File: config.mk
export PLATFORM = sky130hd
export DESIGN_NAME = lcd_serial_rx
export DESIGN_NICKNAME = d
export VERILOG_FILES = /design/src/rtl/lcd_serial_rx.sv
export SDC_FILE = /design/constraint.sdc
export NUM_CORES = 1
export LEC_CHECK = 0
export ABC_AREA = 0
export CAP_MARGIN = 30
export CORE_ASPECT_RATIO = 0.5
export CORE_MARGIN = 4
export CORE_UTILIZATION = 34
export CTS_CLUSTER_DIAMETER = 40
export DETAILED_ROUTE_END_ITERATION = 10
export GPL_ROUTABILITY_DRIVEN = 0
export PLACE_DENSITY = 0.58
export SLEW_MARGIN = 30
export SYNTH_ARGS = -nofsm -noshare
export SYNTH_HDL_FRONTEND = slang
export SYNTH_SLANG_ARGS = --single-unit
File: constraint.sdc
create_clock -name clk -period 2.94 [get_ports clk]
set_clock_uncertainty 0.05 [all_clocks]
set_input_delay 0.735 -clock clk [delete_from_list [all_inputs] [get_ports clk]]
set_output_delay 0.735 -clock clk [all_outputs]
set_load 0.01 [all_outputs]
File: src/rtl/lcd_serial_rx.sv
// Three-wire LCD bus receiver: oversampled SCK/SDA/CS_N, MSB-first word assembly, FIFO readable over Avalon-MM.
// Define LCD_RX_IRQ_EN to add the IRQ_EN control bit and the registered irq output.
module lcd_serial_rx #(
    parameter int DATA_W     = 8,
    parameter int FIFO_DEPTH = 4
) (
    input  logic        clk,
    input  logic        reset,
    input  logic [1:0]  address,
    input  logic        chipselect,
    input  logic        read_n,
    input  logic        write_n,
    input  logic [7:0]  writedata,
    output logic [15:0] readdata,
    input  logic        sck_in,
    input  logic        sda_in,
    input  logic        cs_n_in
`ifdef LCD_RX_IRQ_EN
    ,
    output logic        irq
`endif
);

    localparam int AW = $clog2(FIFO_DEPTH);
    localparam int LW = AW + 1;
    localparam int CW = (DATA_W > 1) ? $clog2(DATA_W) : 1;

    logic [2:0] sckSync_q, sdaSync_q, csSync_q;
    logic       sckRise_q, csFall_q, csRise_q, csLow_q, sdaBit_q;

    logic [CW-1:0]     bitCnt_q, bitCnt_d;
    logic [DATA_W-1:0] shift_q, shift_d, shiftNext;
    logic              lastBit, push;

    logic [DATA_W-1:0] mem_q [FIFO_DEPTH];
    logic [AW-1:0]     wrPtr_q, rdPtr_q;
    logic [LW-1:0]     level_q, level_d;
    logic              full, pop, accept, ctrlWr;
    logic              overrun_q, overrun_d, frameErr_q, frameErr_d;
    logic              irqEn;

    // Bits [1] are the synchronized lines, bits [2] the previous value; edge pulses are registered once more
    always_ff @(posedge clk or posedge reset) begin
        if (reset) begin
            sckSync_q <= 3'b000;
            sdaSync_q <= 3'b000;
            csSync_q  <= 3'b111;
            sckRise_q <= 1'b0;
            csFall_q  <= 1'b0;
            csRise_q  <= 1'b0;
            csLow_q   <= 1'b0;
            sdaBit_q  <= 1'b0;
        end else begin
            sckSync_q <= {sckSync_q[1:0], sck_in};
            sdaSync_q <= {sdaSync_q[1:0], sda_in};
            csSync_q  <= {csSync_q[1:0], cs_n_in};
            sckRise_q <= sckSync_q[1] & ~sckSync_q[2];
            csFall_q  <= ~csSync_q[1] & csSync_q[2];
            csRise_q  <= csSync_q[1] & ~csSync_q[2];
            csLow_q   <= ~csSync_q[1];
            sdaBit_q  <= sdaSync_q[1];
        end
    end

    assign lastBit   = (bitCnt_q == CW'(DATA_W - 1));
    assign shiftNext = (shift_q << 1) | DATA_W'(sdaBit_q);
    assign push      = sckRise_q & csLow_q & lastBit;

    always_comb begin
        bitCnt_d = bitCnt_q;
        shift_d  = shift_q;
        if (csFall_q) begin
            bitCnt_d = '0;
            shift_d  = '0;
        end else if (csRise_q) begin
            bitCnt_d = '0;
        end else if (sckRise_q && csLow_q) begin
            shift_d  = shiftNext;
            bitCnt_d = lastBit ? '0 : bitCnt_q + CW'(1);
        end
    end

    assign full   = (level_q == LW'(FIFO_DEPTH));
    assign pop    = chipselect & ~read_n & (address == 2'd0) & (level_q != '0);
    assign accept = push & (~full | pop);
    assign ctrlWr = chipselect & ~write_n & (address == 2'd2);

    // A set in the same cycle as a clear wins
    always_comb begin
        level_d = level_q;
        case ({accept, pop})
            2'b10:   level_d = level_q + LW'(1);
            2'b01:   level_d = level_q - LW'(1);
            default: level_d = level_q;
        endcase
        overrun_d  = (push & full & ~pop) | (overrun_q & ~(ctrlWr & writedata[2]));
        frameErr_d = (csRise_q & (bitCnt_q != '0)) | (frameErr_q & ~(ctrlWr & writedata[3]));
    end

    always_ff @(posedge clk or posedge reset) begin
        if (reset) begin
            bitCnt_q   <= '0;
            shift_q    <= '0;
            wrPtr_q    <= '0;
            rdPtr_q    <= '0;
            level_q    <= '0;
            overrun_q  <= 1'b0;
            frameErr_q <= 1'b0;
        end else begin
            bitCnt_q   <= bitCnt_d;
            shift_q    <= shift_d;
            level_q    <= level_d;
            overrun_q  <= overrun_d;
            frameErr_q <= frameErr_d;
            if (accept) wrPtr_q <= wrPtr_q + AW'(1);
            if (pop)    rdPtr_q <= rdPtr_q + AW'(1);
        end
    end

    always_ff @(posedge clk) begin
        if (accept) mem_q[wrPtr_q] <= shiftNext;
    end

`ifdef LCD_RX_IRQ_EN
    logic irqEn_q, irqEn_d, irq_q;

    assign irqEn_d = ctrlWr ? writedata[0] : irqEn_q;

    // irq follows next-state flags so it rises on the same edge the word lands
    always_ff @(posedge clk or posedge reset) begin
        if (reset) begin
            irqEn_q <= 1'b0;
            irq_q   <= 1'b0;
        end else begin
            irqEn_q <= irqEn_d;
            irq_q   <= irqEn_d & ((level_d != '0) | overrun_d | frameErr_d);
        end
    end

    assign irqEn = irqEn_q;
    assign irq   = irq_q;

    logic unusedWriteBits;
    assign unusedWriteBits = ^{writedata[7:4], writedata[1]};
`else
    assign irqEn = 1'b0;

    logic unusedWriteBits;
    assign unusedWriteBits = ^{writedata[7:4], writedata[1:0]};
`endif

    always_comb begin
        readdata = '0;
        case (address)
            2'd0: if (level_q != '0) readdata = 16'(mem_q[rdPtr_q]);
            2'd1: begin
                readdata[0]    = (level_q != '0);
                readdata[1]    = full;
                readdata[2]    = overrun_q;
                readdata[3]    = frameErr_q;
                readdata[4]    = irqEn;
                readdata[12:8] = 5'(level_q);
            end
            default: readdata = '0;
        endcase
    end

endmodule
**Word-level counts from Yosys, hierarchy flattened**

Memory sizes are Yosys's and may differ from the RTL's.
Index checks and enable logic that the tools add are counted.

- Mux-type cells: 15
- Bitwise logic cells: 31
- Add/subtract/negate cells: 5
- Reductions and logical operators: 8
- Equal/unequal tests: 7

Operator list:

| kind | number |
|---|---|
| 2-to-1 mux 7 bit | 3 |
| AND 1 bit | 18 |
| 2-to-1 mux 3 bit | 6 |
| one-hot mux 3 bit (2 select lines) | 2 |
| one-hot mux 5 bit (2 select lines) | 1 |
| NOT 1 bit | 9 |
| nonzero test 3 bit | 3 |
| 2-to-1 mux 8 bit | 1 |
| OR 8 x 1 -> 8 bit | 1 |
| adder 3 x 1 -> 3 bit, second input constant | 2 |
| equality test 3 bit, second input constant | 2 |
| adder 2 x 1 -> 2 bit, second input constant | 2 |
| equality test 2 x 1 -> 1 bit, second input constant | 2 |
| equality test 2 bit, second input constant | 2 |
| nonzero test 2 bit | 2 |
| OR 1 bit | 3 |
| subtractor 3 x 1 -> 3 bit, second input constant | 1 |
| zero test 2 bit | 1 |
| 2-to-1 mux 1 bit | 2 |
| inequality test 2 bit, second input constant | 1 |
| AND reduction 2 bit | 1 |
| logical AND 1 bit | 1 |

- Memories kept: 1
- Memory bits (writable): 32
- Logic and storage cells: 82
- Input port bits: 18
- Flip-flop bits (word level): 32

Memory list:

| name | words | bits a word | read ports | clocked after memory_dff | write ports | RTL line | text |
|---|---|---|---|---|---|---|---|
| mem_q | 4 | 8 | 1 | 0 | 1 | 35 | `logic [DATA_W-1:0] mem_q [FIFO_DEPTH];` |

**Logic depth before layout (Yosys ltp)**

Gate-level depths: netlist of the first run.

- Depth in word-level cells: 8
- Depth in mapped cells: 9
- Mapped depth without buffers: 8

**Worst setup path before layout of the first run**

No wires, ideal clock.

- Kind: input to register
- Start point: input port address[0]
- End point: register level_q[2]
- Buffers on the path: 2
- Setup slack: -0.138 ns
- Arrival: 2.904 ns
- Stages: 9
- Path through: buf_2 or4b_4 buf_6 nor2_2 nand2_1 fa_1 or3_1 and3_1 a211o_1

- Longest elaborated chain between the ends: 7
- Elaborated cells on any way between the ends: 9

RTL lines:

| element | RTL line | text |
|---|---|---|
| from (decl) | 9 | `input logic [1:0] address,` |
| zero test 2 bit * | 84 | `assign pop = chipselect & ~read_n & (address == 2'd0) & (level_q != '0);` |
| AND 1 bit * (2 in a row) | 84 |  |
| OR 1 bit | 85 | `assign accept = push & (~full \| pop);` |
| AND 1 bit | 85 |  |
| equality test 2 x 1 -> 1 bit / equality test 2 bit (equally long branches) | 91 | `case ({accept, pop})` |
| one-hot mux 3 bit (2 select lines) / nonzero test 2 bit (equally long branches) | n/a |  |
| to (signal assigned) | 112 | `level_q <= level_d;` |
| to (decl) | 37 | `logic [LW-1:0] level_q, level_d;` |

Mark *: on every way between the ends. The rest lies on a longest branch, timed or not.
A chain may end at the register's enable or synchronous reset.

**Worst setup path after layout of the first run**

- Start point: input port read_n
- End point: register level_q[2]

- Longest elaborated chain between the ends: 8
- Elaborated cells on any way between the ends: 10

RTL lines:

| element | RTL line | text |
|---|---|---|
| from (decl) | 11 | `input logic read_n,` |
| NOT 1 bit * | 84 |  |
| AND 1 bit * (3 in a row) | 84 |  |
| OR 1 bit | 85 |  |
| AND 1 bit | 85 |  |
| equality test 2 x 1 -> 1 bit / equality test 2 bit (equally long branches) | 91 |  |
| one-hot mux 3 bit (2 select lines) / nonzero test 2 bit (equally long branches) | n/a |  |

Marks and branches as above.

==> flow_metrics.tcl, run 1 <==
set metrics [dict create \
    synth.ff_latch_count 64 \
    synth_edf_count 32 \
    yosysTopAreaCellShare_pct 35.00 \
    syn_area_per_cell_sq_um 13.93 \
    vias_per_cell 4.480 \
    die_w_um 135.1 \
    track_usage_pct 11.49 \
    cp.arrival_ns 3.04 \
    dieHeight_um 71.54 \
    p_comb_share_pct 19.5 \
    cts_root_buffer "clkbuf_16" \
    p_seq_share_pct 41.8 \
    fin_cells 350 \
    whs_endpoint "sdaSync_q[1]" \
    timing.final.hold_violations 0 \
    synthTopCellsByArea "edfxtp_1 (35%), dfrtp_1 (26%), mux4_2 (6.6%)" \
    antenna_found_initial 0 \
    hp-start "sdaSync_q[0]" \
    max-cap-violations 0 \
    n_antenna_cell 0 \
    die_area_sq_um 9663 \
    grt_max_degree 33 \
    final-max-slew-violation-count 0 \
    finalSetupViolations 0 \
    seq_area_frac_synth_pct 64.31 \
    cts_made_buffers 9 \
    p_int_mw 1.907 \
    relSlewSlack_pct 53.88 \
    crit_fanout 4 \
    ys_async_sr_fraction_pct 50.00 \
    netlist_instances 197 \
    power.leakage_nw 1.385 \
    placement.io_buffers 22 \
    powerDensity_nw_per_um2 729.2 \
    htree_levels 3 \
    grt_pass1_vias 1558 \
    yosysMostFrequentCell "edfxtp_1" \
    nFillCells 668 \
    r2r-start "bitCnt_q[1]" \
    drtPass1Iterations 4 \
    grt_pass1_wl_mm 8.079 \
    yosysWarningCount 0 \
    cp-end-kind "register" \
    synth_ff_type "edfxtp_1" \
    reg2reg_depth 8 \
    nets 263 \
    hold_depth 0 \
    drive_gt1_share_pct 21.07 \
    numClockSinks 64 \
    tightest_slew_ns 0.6822 \
    first_iter_violations 114 \
    synthesis.area_sq_um 2745 \
    p_switching_mw 0.6509 \
    netSwitchingFraction_pct 25.45 \
    detailed_place_hpwl_mm 3.369 \
    cts.clk_slew.worst_paths_ns 0.05 \
    yosysUniqueCellTypes 42 \
    rows 22 \
    finalCriticalPeriod_ns 2.877 \
    vdd_drop_max_mv 0.3206 \
    clock_path_buffers 2 \
    rsz0062_at_grt "false" \
    cp-start-kind "input port" \
    cp.required_ns 3.10 \
    final_antenna_net_count 0 \
    holdCritPathClass "reg2reg" \
    pin_count 34 \
    cts_tree "yes" \
    fin_crit_sh_pct 97.85 \
    drc 0 \
    core_area_sq_um 7570 \
    area_growth_pct 27.76 \
    gr-total-overflow 0 \
    worstSetupPathType "in2reg" \
    dp.cells 332 \
    r2r_end "level_q[2]" \
    drt-total-wl_mm 5.017 \
    wl_per_cell_um 14.33 \
    clk_latency_ns 0.33 \
    clock.fmax_mhz 347.6 \
    yosys.area.top_type "edfxtp_1" \
    reg2reg_slack_ns 0.66 \
    status "finished clean" \
    vias 1568 \
    initial_core_util_pct 36.26 \
    setup-tns-final_ns 0 \
    netlist_top_cells_count "edfxtp_1 (32), dfrtp_1 (29), nand2_1 (21)" \
    clkPwrFrac_pct 38.7 \
]
==> critical path: stages <==
cell and delay, ns:
clkdlybuf4s50_1 0.42, or4b_4 0.58, nor2_4 0.11, nand2_2 0.07, fa_2 0.39, or3_1 0.34
and3_1 0.18, a211o_1 0.22
==> what timing repair did <==
item	4_1_cts	5_1_grt
endpoints found under the hold margin	0	0
pin swaps	1	0
setup endpoints to repair	11	1
hold buffers	0	0
gates resized for setup	11	1
buffers inserted	2	0
==> state kept, by name, indices dropped and copies added, names as in the netlist <==
signal,cells
bitCnt_q,3
shift_q,7
csSync_q,3
sckSync_q,3
csFall_q,1
csRise_q,1
frameErr_q,1
csLow_q,1
level_q,3
sckRise_q,1
sdaSync_q,2
wrPtr_q,2
rdPtr_q,2
mem_q,32
overrun_q,1
sdaBit_q,1
==> layer usage <==
metal | global-route usage (%) | routed length [um] | up-vias
li1 | - | - | 764
met3 | 5.189 | 287 | 10
met4 | 5.363 | 104 | 0
met1 | 14.19 | 2359 | 761
met2 | 17.43 | 2265 | 33
met5 | 0 | 0 | -
==> cell type report <==
type / instances / area [sq um] / share of cell area, %
clock buffer: 13 / 271.5 / 7.742
clock inverter: 3 / 13.76 / 0.3924
inverter: 8 / 30.03 / 0.8562
multi-input combinational: 116 / 899.6 / 25.65
sequential: 64 / 1765 / 50.34
tap: 108 / 135.1 / 3.853
timing repair buffer: 38 / 391.6 / 11.17
==> power groups by stage <==
stage	logic, mW	registers [mW]	clock network, mW
finish	0.498	1.07	0.990
global route	0.553	1.08	1.06
CTS	0.507	1.07	1.02
detailed placement	0.506	1.09	0
global placement	0.495	1.08	0
floorplan	0.356	1.04	0
==> stage by stage <==
stage / total power [mW] / util, % / hold WS (ns) / setup slack [ns] / cell area, sq um
CTS: 2.597 / 46.30 / 0.2978 / 0.07461 / 3505
global route: 2.695 / 46.33 / 0.3027 / 0.01364 / 3507
floorplan: 1.394 / - / 0.2812 / 0.009874 / 2770
finish: 2.558 / 46.33 / 0.2972 / 0.06327 / 3507
global placement: 1.579 / 42.38 / 0.2831 / -0.3141 / 3208
detailed placement: 1.593 / 42.38 / 0.2847 / -0.3455 / 3208
==> placed cells by master, fill, tap and decap left out, types with 2 or more instances in the layout <==
cell and count:
o21ai_1 3, nor2b_1 6, nor3_1 5, mux4_2 8, dlygate4sd2_1 9, and2_1 8
nor2_1 8, clkbuf_16 10, mux2i_1 2, clkinv_2 2, nand3_1 2, a22o_1 2
inv_1 8, dfstp_2 3, ha_1 7, a21oi_1 9, clkdlybuf4s50_1 13, conb_1 5
clkbuf_1 2, a22oi_1 3, edfxtp_1 32, nand2_1 20, buf_4 11, buf_12 5
dfrtp_1 29, xnor2_1 4, xor2_1 2, nand2b_1 2
==> worst max-delay path by stage <==
stage | start | endpoint | slack, ns | cells after the start
2_1_floorplan | address[0] | level_q[2] | 0.01 | 9
3_3_place_gp | address[1] | readdata[6] | -0.31 | 4
3_5_place_dp | address[1] | level_q[2] | -0.35 | 8
4_1_cts | read_n | level_q[2] | 0.07 | 8
5_1_grt | rdPtr_q[1] | readdata[0] | 0.01 | 4
6_report | read_n | level_q[2] | 0.06 | 8
==> cell families (layout without fill, tap and decap cells) <==
| group | count (synthesis) | count (layout) | synth area share [%] |
|---|---|---|---|
| AO/OA/AOI/OAI | 22 | 22 | 5.561 |
| XOR/XNOR | 6 | 6 | 1.914 |
| adder cells (fa/ha/maj) | 8 | 8 | 3.920 |
| buffers and inverters | 21 | 62 | 4.193 |
| flip-flops | 64 | 64 | 64.31 |
| multiplexers | 11 | 11 | 7.703 |
| other | 1 | 5 | 0.1366 |
| AND/OR/NAND/NOR | 64 | 64 | 12.26 |
Power figures use the tool's default switching activity.
==> run 2: changes to the inputs <==
Settings changed: CELL_PAD_IN_SITES_DETAIL_PLACEMENT set to 2, CELL_PAD_IN_SITES_GLOBAL_PLACEMENT set to 2, CORE_UTILIZATION 34 to 38, HOLD_SLACK_MARGIN set to 0.12, PLACE_DENSITY 0.58 to 0.83.
==> run 2 against run 1 <==
Fmax fell by 0.33%. First-iteration DRC count fell by 43%. Worst setup slack got worse by 0.0096 ns. Cell area fell by 0.50%. Power rose by 1.1%. Sequential power barely moved. Global-route usage rose by 6.8 points. Critical path depth did not move. Clock power rose by 0.4%. Non-clock buffer count did not move. Sequential share of layout area rose by 0.25 points.
==> flow_metrics.tcl, run 2 (synthesis gave the netlist of run 1 again) <==
set metrics [dict create \
    dp.cells 318 \
    drive_gt1_share_pct 21.49 \
    placement.io_buffers 22 \
    clkPwrFrac_pct 38.5 \
    crit_path_top_delay_cell "or4b_4" \
    grt_max_degree 33 \
    max-cap-violations 0 \
    htree_levels 3 \
    final-max-slew-violation-count 0 \
    grt_pass1_wl_mm 11.35 \
    reg2reg_slack_ns 0.58 \
    fin_crit_sh_pct 98.18 \
    postCtsHoldBufs 0 \
    drtPass1Iterations 4 \
    core_area_sq_um 6858 \
    vdd_drop_max_mv 0.3003 \
    clock.fmax_mhz 346.5 \
    cp-start-kind "input port" \
    first_iter_violations 65 \
    cp.arrival_ns 3.04 \
    rows 21 \
    antenna_found_initial 0 \
    n_antenna_cell 0 \
    critPathLaunch "read_n" \
    initial_core_util_pct 40.03 \
    hold_depth 0 \
    worstSetupPathType "in2reg" \
    reg2reg_depth 8 \
    clock_path_buffers 2 \
    final_cell_mix "edfxtp_1 (32), dfrtp_1 (29), nand2_1 (20)" \
    die_area_sq_um 8730 \
    cp.required_ns 3.10 \
    regMostFlops "mem_q" \
    nets 263 \
    rsz0062_at_grt "false" \
    final_common_cell "edfxtp_1" \
    worstPathCellList "clkdlybuf4s50_1 -> or4b_4 -> nor2_4 -> nand2_2 -> fa_2 -> or3_4 -> and3_1 -> a211o_1" \
    r2r-start "bitCnt_q[0]" \
    power.leakage_nw 1.405 \
    wl_per_cell_um 20.66 \
    p_switching_mw 0.7011 \
    cts_made_buffers 9 \
    drc 0 \
    crit_fanout 2 \
    p_seq_share_pct 41.6 \
    cts_tree "yes" \
    holdCritPathClass "reg2reg" \
    reg_top3 "mem_q (32), shift_q (7)" \
    cts_root_buffer "clkbuf_16" \
    status "finished clean" \
    p_int_mw 1.884 \
    final_antenna_net_count 0 \
    cp-end-kind "register" \
    numClockSinks 64 \
    fin_cells 334 \
    vias_per_cell 5.129 \
    area_growth_pct 27.12 \
    drt-total-wl_mm 6.902 \
    track_usage_pct 18.33 \
    timing.final.hold_violations 0 \
    finalCriticalPeriod_ns 2.886 \
    slowest_delay_ns 0.56 \
    detailed_place_hpwl_mm 4.809 \
    relSlewSlack_pct 59.97 \
    grt_pass1_vias 1922 \
    clk_latency_ns 0.33 \
    p_comb_share_pct 19.9 \
    die_w_um 128.2 \
    finalSetupViolations 0 \
    cts.clk_slew.worst_paths_ns 0.05 \
    setup-tns-final_ns 0 \
    largest_register_ffs 32 \
    gr-total-overflow 0 \
    tightest_slew_ns 0.5922 \
    netSwitchingFraction_pct 27.12 \
    powerDensity_nw_per_um2 740.8 \
    dieHeight_um 68.10 \
    vias 1713 \
    hp-start "sdaSync_q[0]" \
    pin_count 34 \
]
run 2: final timing paths:
path,end
hold reg to reg,sdaSync_q[1]
min in group asynchronous,shift_q[4]
hold / removal,sdaSync_q[1]
setup reg to reg,level_q[2]
max in group asynchronous,csSync_q[1]
setup / recovery,level_q[2]
run 2: area by class of cell:
cell class,instances,area [sq um]
Clock inverter,6,50.05
Timing Repair Buffer,38,385.4
Tap cell,92,115.1
Inverter,8,30.03
Multi-Input combinational cell,116,914.6
Fill cell,657,3368
Sequential cell,64,1765
Clock buffer,10,229.0
run 2: power groups by stage:
stage / registers, mW / clock network (mW) / logic (mW)
after detailed placement: 1.09 / 0 / 0.509
after global placement: 1.08 / 0 / 0.472
after CTS: 1.08 / 1.02 / 0.518
final: 1.08 / 0.994 / 0.515
after floorplan: 1.04 / 0 / 0.356
after global routing: 1.09 / 1.06 / 0.564
run 2: critical path, delay by kind of cell:
kind | cells | cell delay, ns
fa+ha+maj | 1 | 0.36
compound gates | 1 | 0.23
simple gates | 5 | 1.27
buf+inv | 1 | 0.43
run 2: per-stage QoR:
step                util, %  hold slack (ns)  area (sq um)  total power [mW]  setup slack (ns)
floorplan                 -           0.2812          2770             1.394          0.009874
global placement      46.52           0.2841          3191             1.551           -0.2797
detailed placement    46.52           0.2862          3191             1.597           -0.3546
CTS                   50.70           0.3050          3477             2.615         -0.002277
global route          50.88           0.3064          3490             2.713           0.01196
finish                50.88           0.3012          3490             2.585           0.05364
run 2: per-layer routing:
layer / GRT usage (%) / wire [um]
met1: 22.04 / 3027
met2: 31.41 / 3431
met3: 6.080 / 316
met4: 6.614 / 125
met5: 0 / 0
run 2: what timing repair did:
item,CTS,global route
endpoints found under the setup margin,11,5
gates resized for setup,18,3
hold endpoints to repair,0,0
setup buffers,0,0
pin swaps,1,2
==> run 3: changes to the inputs <==
--- a/constraint.sdc
+++ b/constraint.sdc
@@ -4,2 +4,2 @@
 set_output_delay 0.735 -clock clk [all_outputs]
-set_load 0.01 [all_outputs]
+set_load 0.05 [all_outputs]
==> run 3 against run 2 <==
Cell area rose by 4.1%. Via count rose by 0.29%. Worst setup slack improved by 0.0066 ns. Sequential share of layout area fell by 2.0 points. Sequential power barely moved. First-iteration DRC count rose by 71%. Combinational power rose by 44%. Final cell count did not move. Critical path type is now in2out. Largest cell class unchanged. Sequential cell count did not move.
==> flow_metrics.tcl, run 3 (synthesis gave the netlist of run 1 again) <==
set metrics [dict create \
    regMostFlops "mem_q" \
    p_int_mw 1.994 \
    power.leakage_nw 1.431 \
    vias_per_cell 5.144 \
    grt_pass1_vias 1967 \
    cp-start-kind "input port" \
    grt_pass1_wl_mm 11.90 \
    drive_gt1_share_pct 28.10 \
    numClockSinks 64 \
    cts.clk_slew.worst_paths_ns 0.05 \
    nets 263 \
    final_common_cell "edfxtp_1" \
    powerDensity_nw_per_um2 785.7 \
    vias 1718 \
    p_switching_mw 0.8604 \
    cp_top_family "buffers and inverters" \
    cts_tree "yes" \
    final_core_util_pct 52.96 \
    initial_core_util_pct 40.03 \
    drtPass1Iterations 4 \
    fin_area_sq_um 3632 \
    crit_fanout 9 \
    max-cap-violations 0 \
    finalSetupViolations 0 \
    final-max-slew-violation-count 0 \
    final_antenna_net_count 0 \
    postCtsHoldBufs 0 \
    holdCritPathClass "reg2reg" \
    drc 0 \
    antenna_found_initial 0 \
    pin_count 34 \
    core_area_sq_um 6858 \
    power_mw 2.854 \
    post_dp_cell_area_sq_um 3286 \
    worstPathCellList "clkdlybuf4s50_1 -> buf_4 -> or3_4 -> nor2b_4 -> buf_12" \
    wl_per_cell_um 23.08 \
    first_iter_violations 111 \
    crit_path_top_delay_cell "or3_4" \
    cp-end-kind "output port" \
    track_usage_pct 19.54 \
    drt-total-wl_mm 7.708 \
    tightest_slew_ns 0.5624 \
    n_antenna_cell 0 \
    clock.fmax_mhz 347.2 \
    clkPwrFrac_pct 35.6 \
    relSlewSlack_pct 61.98 \
    htree_levels 3 \
    gr-total-overflow 0 \
    status "finished clean" \
    cts_made_buffers 9 \
    final_cell_mix "edfxtp_1 (32), dfrtp_1 (28), nand2_1 (20)" \
    detailed_place_hpwl_mm 5.168 \
    placement.io_buffers 22 \
    largest_register_ffs 32 \
    timing.final.hold_violations 0 \
    area_growth_pct 32.32 \
    finalCriticalPeriod_ns 2.880 \
    fin_crit_sh_pct 97.95 \
    p_seq_share_pct 38.4 \
    cp.required_ns 2.15 \
    slowest_delay_ns 0.45 \
    nFillCells 627 \
    dieHeight_um 68.10 \
    worstSetupPathType "in2out" \
    p_comb_share_pct 25.9 \
    grt_max_degree 33 \
    worst-path-buf-inv 3 \
    die_area_sq_um 8730 \
    reg_top3 "mem_q (32), shift_q (7)" \
    cts_root_buffer "clkbuf_16" \
    clock_path_buffers 2 \
    rows 21 \
    die_w_um 128.2 \
    clk_latency_ns 0.33 \
    netSwitchingFraction_pct 30.15 \
    cp.arrival_ns 2.09 \
    vdd_drop_max_mv 0.3209 \
]
-- run 3: changes by cell type in the layout (fill, tap and decap cells not counted), moves of 2 or more --
cell             previous run  this run
buf_12                      4        15
clkinv_1                    4         1
nor2b_1                     6         3
buf_6                       2         0
clkdlybuf4s50_1             9        11
nor2b_4                     0         4
buf_4                      10        12
dlygate4sd2_1              12         0
-- run 3: per-stage QoR --
| step | cells | setup slack (ns) | TNS, ns | hold WS [ns] |
|---|---|---|---|---|
| 3_5_place_dp | 316 | -0.3079 | -0.9056 | 0.2896 |
| 2_1_floorplan | 201 | 0.009874 | 0 | 0.2812 |
| 5_1_grt | 334 | -0.008188 | -0.008188 | 0.3065 |
| 6_report | 334 | 0.06022 | 0 | 0.2989 |
| 3_3_place_gp | 316 | -0.2076 | -0.4296 | 0.2839 |
| 4_1_cts | 333 | -0.007365 | -0.01289 | 0.3009 |
-- run 3: area by class of cell --
type | instances | area [sq um] | area share, %
Clock buffer | 13 | 271.5 | 7.475
Sequential cell | 64 | 1767 | 48.64
Timing Repair Buffer | 38 | 500.5 | 13.78
Clock inverter | 3 | 13.76 | 0.3789
Tap cell | 92 | 115.1 | 3.169
Inverter | 8 | 30.03 | 0.8267
Multi-Input combinational cell | 116 | 934.6 | 25.73
-- run 3: final timing paths --
check | from | slack (ns) | cells past startpoint | endpoint
setup / recovery | address[0] | 0.06 | 5 | readdata[6]
hold / removal | sckSync_q[0] | 0.30 | 0 | sckSync_q[1]
setup reg to reg | bitCnt_q[0] | 0.59 | 8 | level_q[2]
hold reg to reg | sckSync_q[0] | 0.30 | 0 | sckSync_q[1]
max in group asynchronous | reset | 1.75 | 3 | csSync_q[0]
min in group asynchronous | reset | 0.75 | 3 | shift_q[4]
-- run 3: routing by layer --
layer / vias to the layer above / GRT usage, % / routed length [um]
met4: 0 / 5.423 / 75
met2: 44 / 34.39 / 3937
met1: 901 / 23.96 / 3380
met3: 8 / 5.612 / 314
li1: 765 / - / -
met5: - / 0 / 0
-- run 3: power by group through the flow --
stage          logic, mW  registers, mW  clock network (mW)
2_1_floorplan      0.465           1.04                   0
3_3_place_gp       0.651           1.10                   0
3_5_place_dp       0.697           1.11                   0
4_1_cts            0.735           1.10                1.04
5_1_grt            0.786           1.11                1.08
6_report           0.740           1.10                1.02
-- run 3: timing repair --
item | in CTS | in global routing
resized for setup | 8 | 5
setup endpoints to repair | 6 | 8
pin swaps | 2 | 4
gates cloned | 0 | 0
buffers inserted | 1 | 1
-- run 3: worst reg2reg max path, delay by kind of cell, from the launching register on --
family | cells | cell delay (ns)
AND/OR/NAND/NOR | 4 | 0.81
adder cells (fa/ha/maj) | 3 | 0.76
AO/OA/AOI/OAI | 1 | 0.22
flip-flops | 1 | 0.39
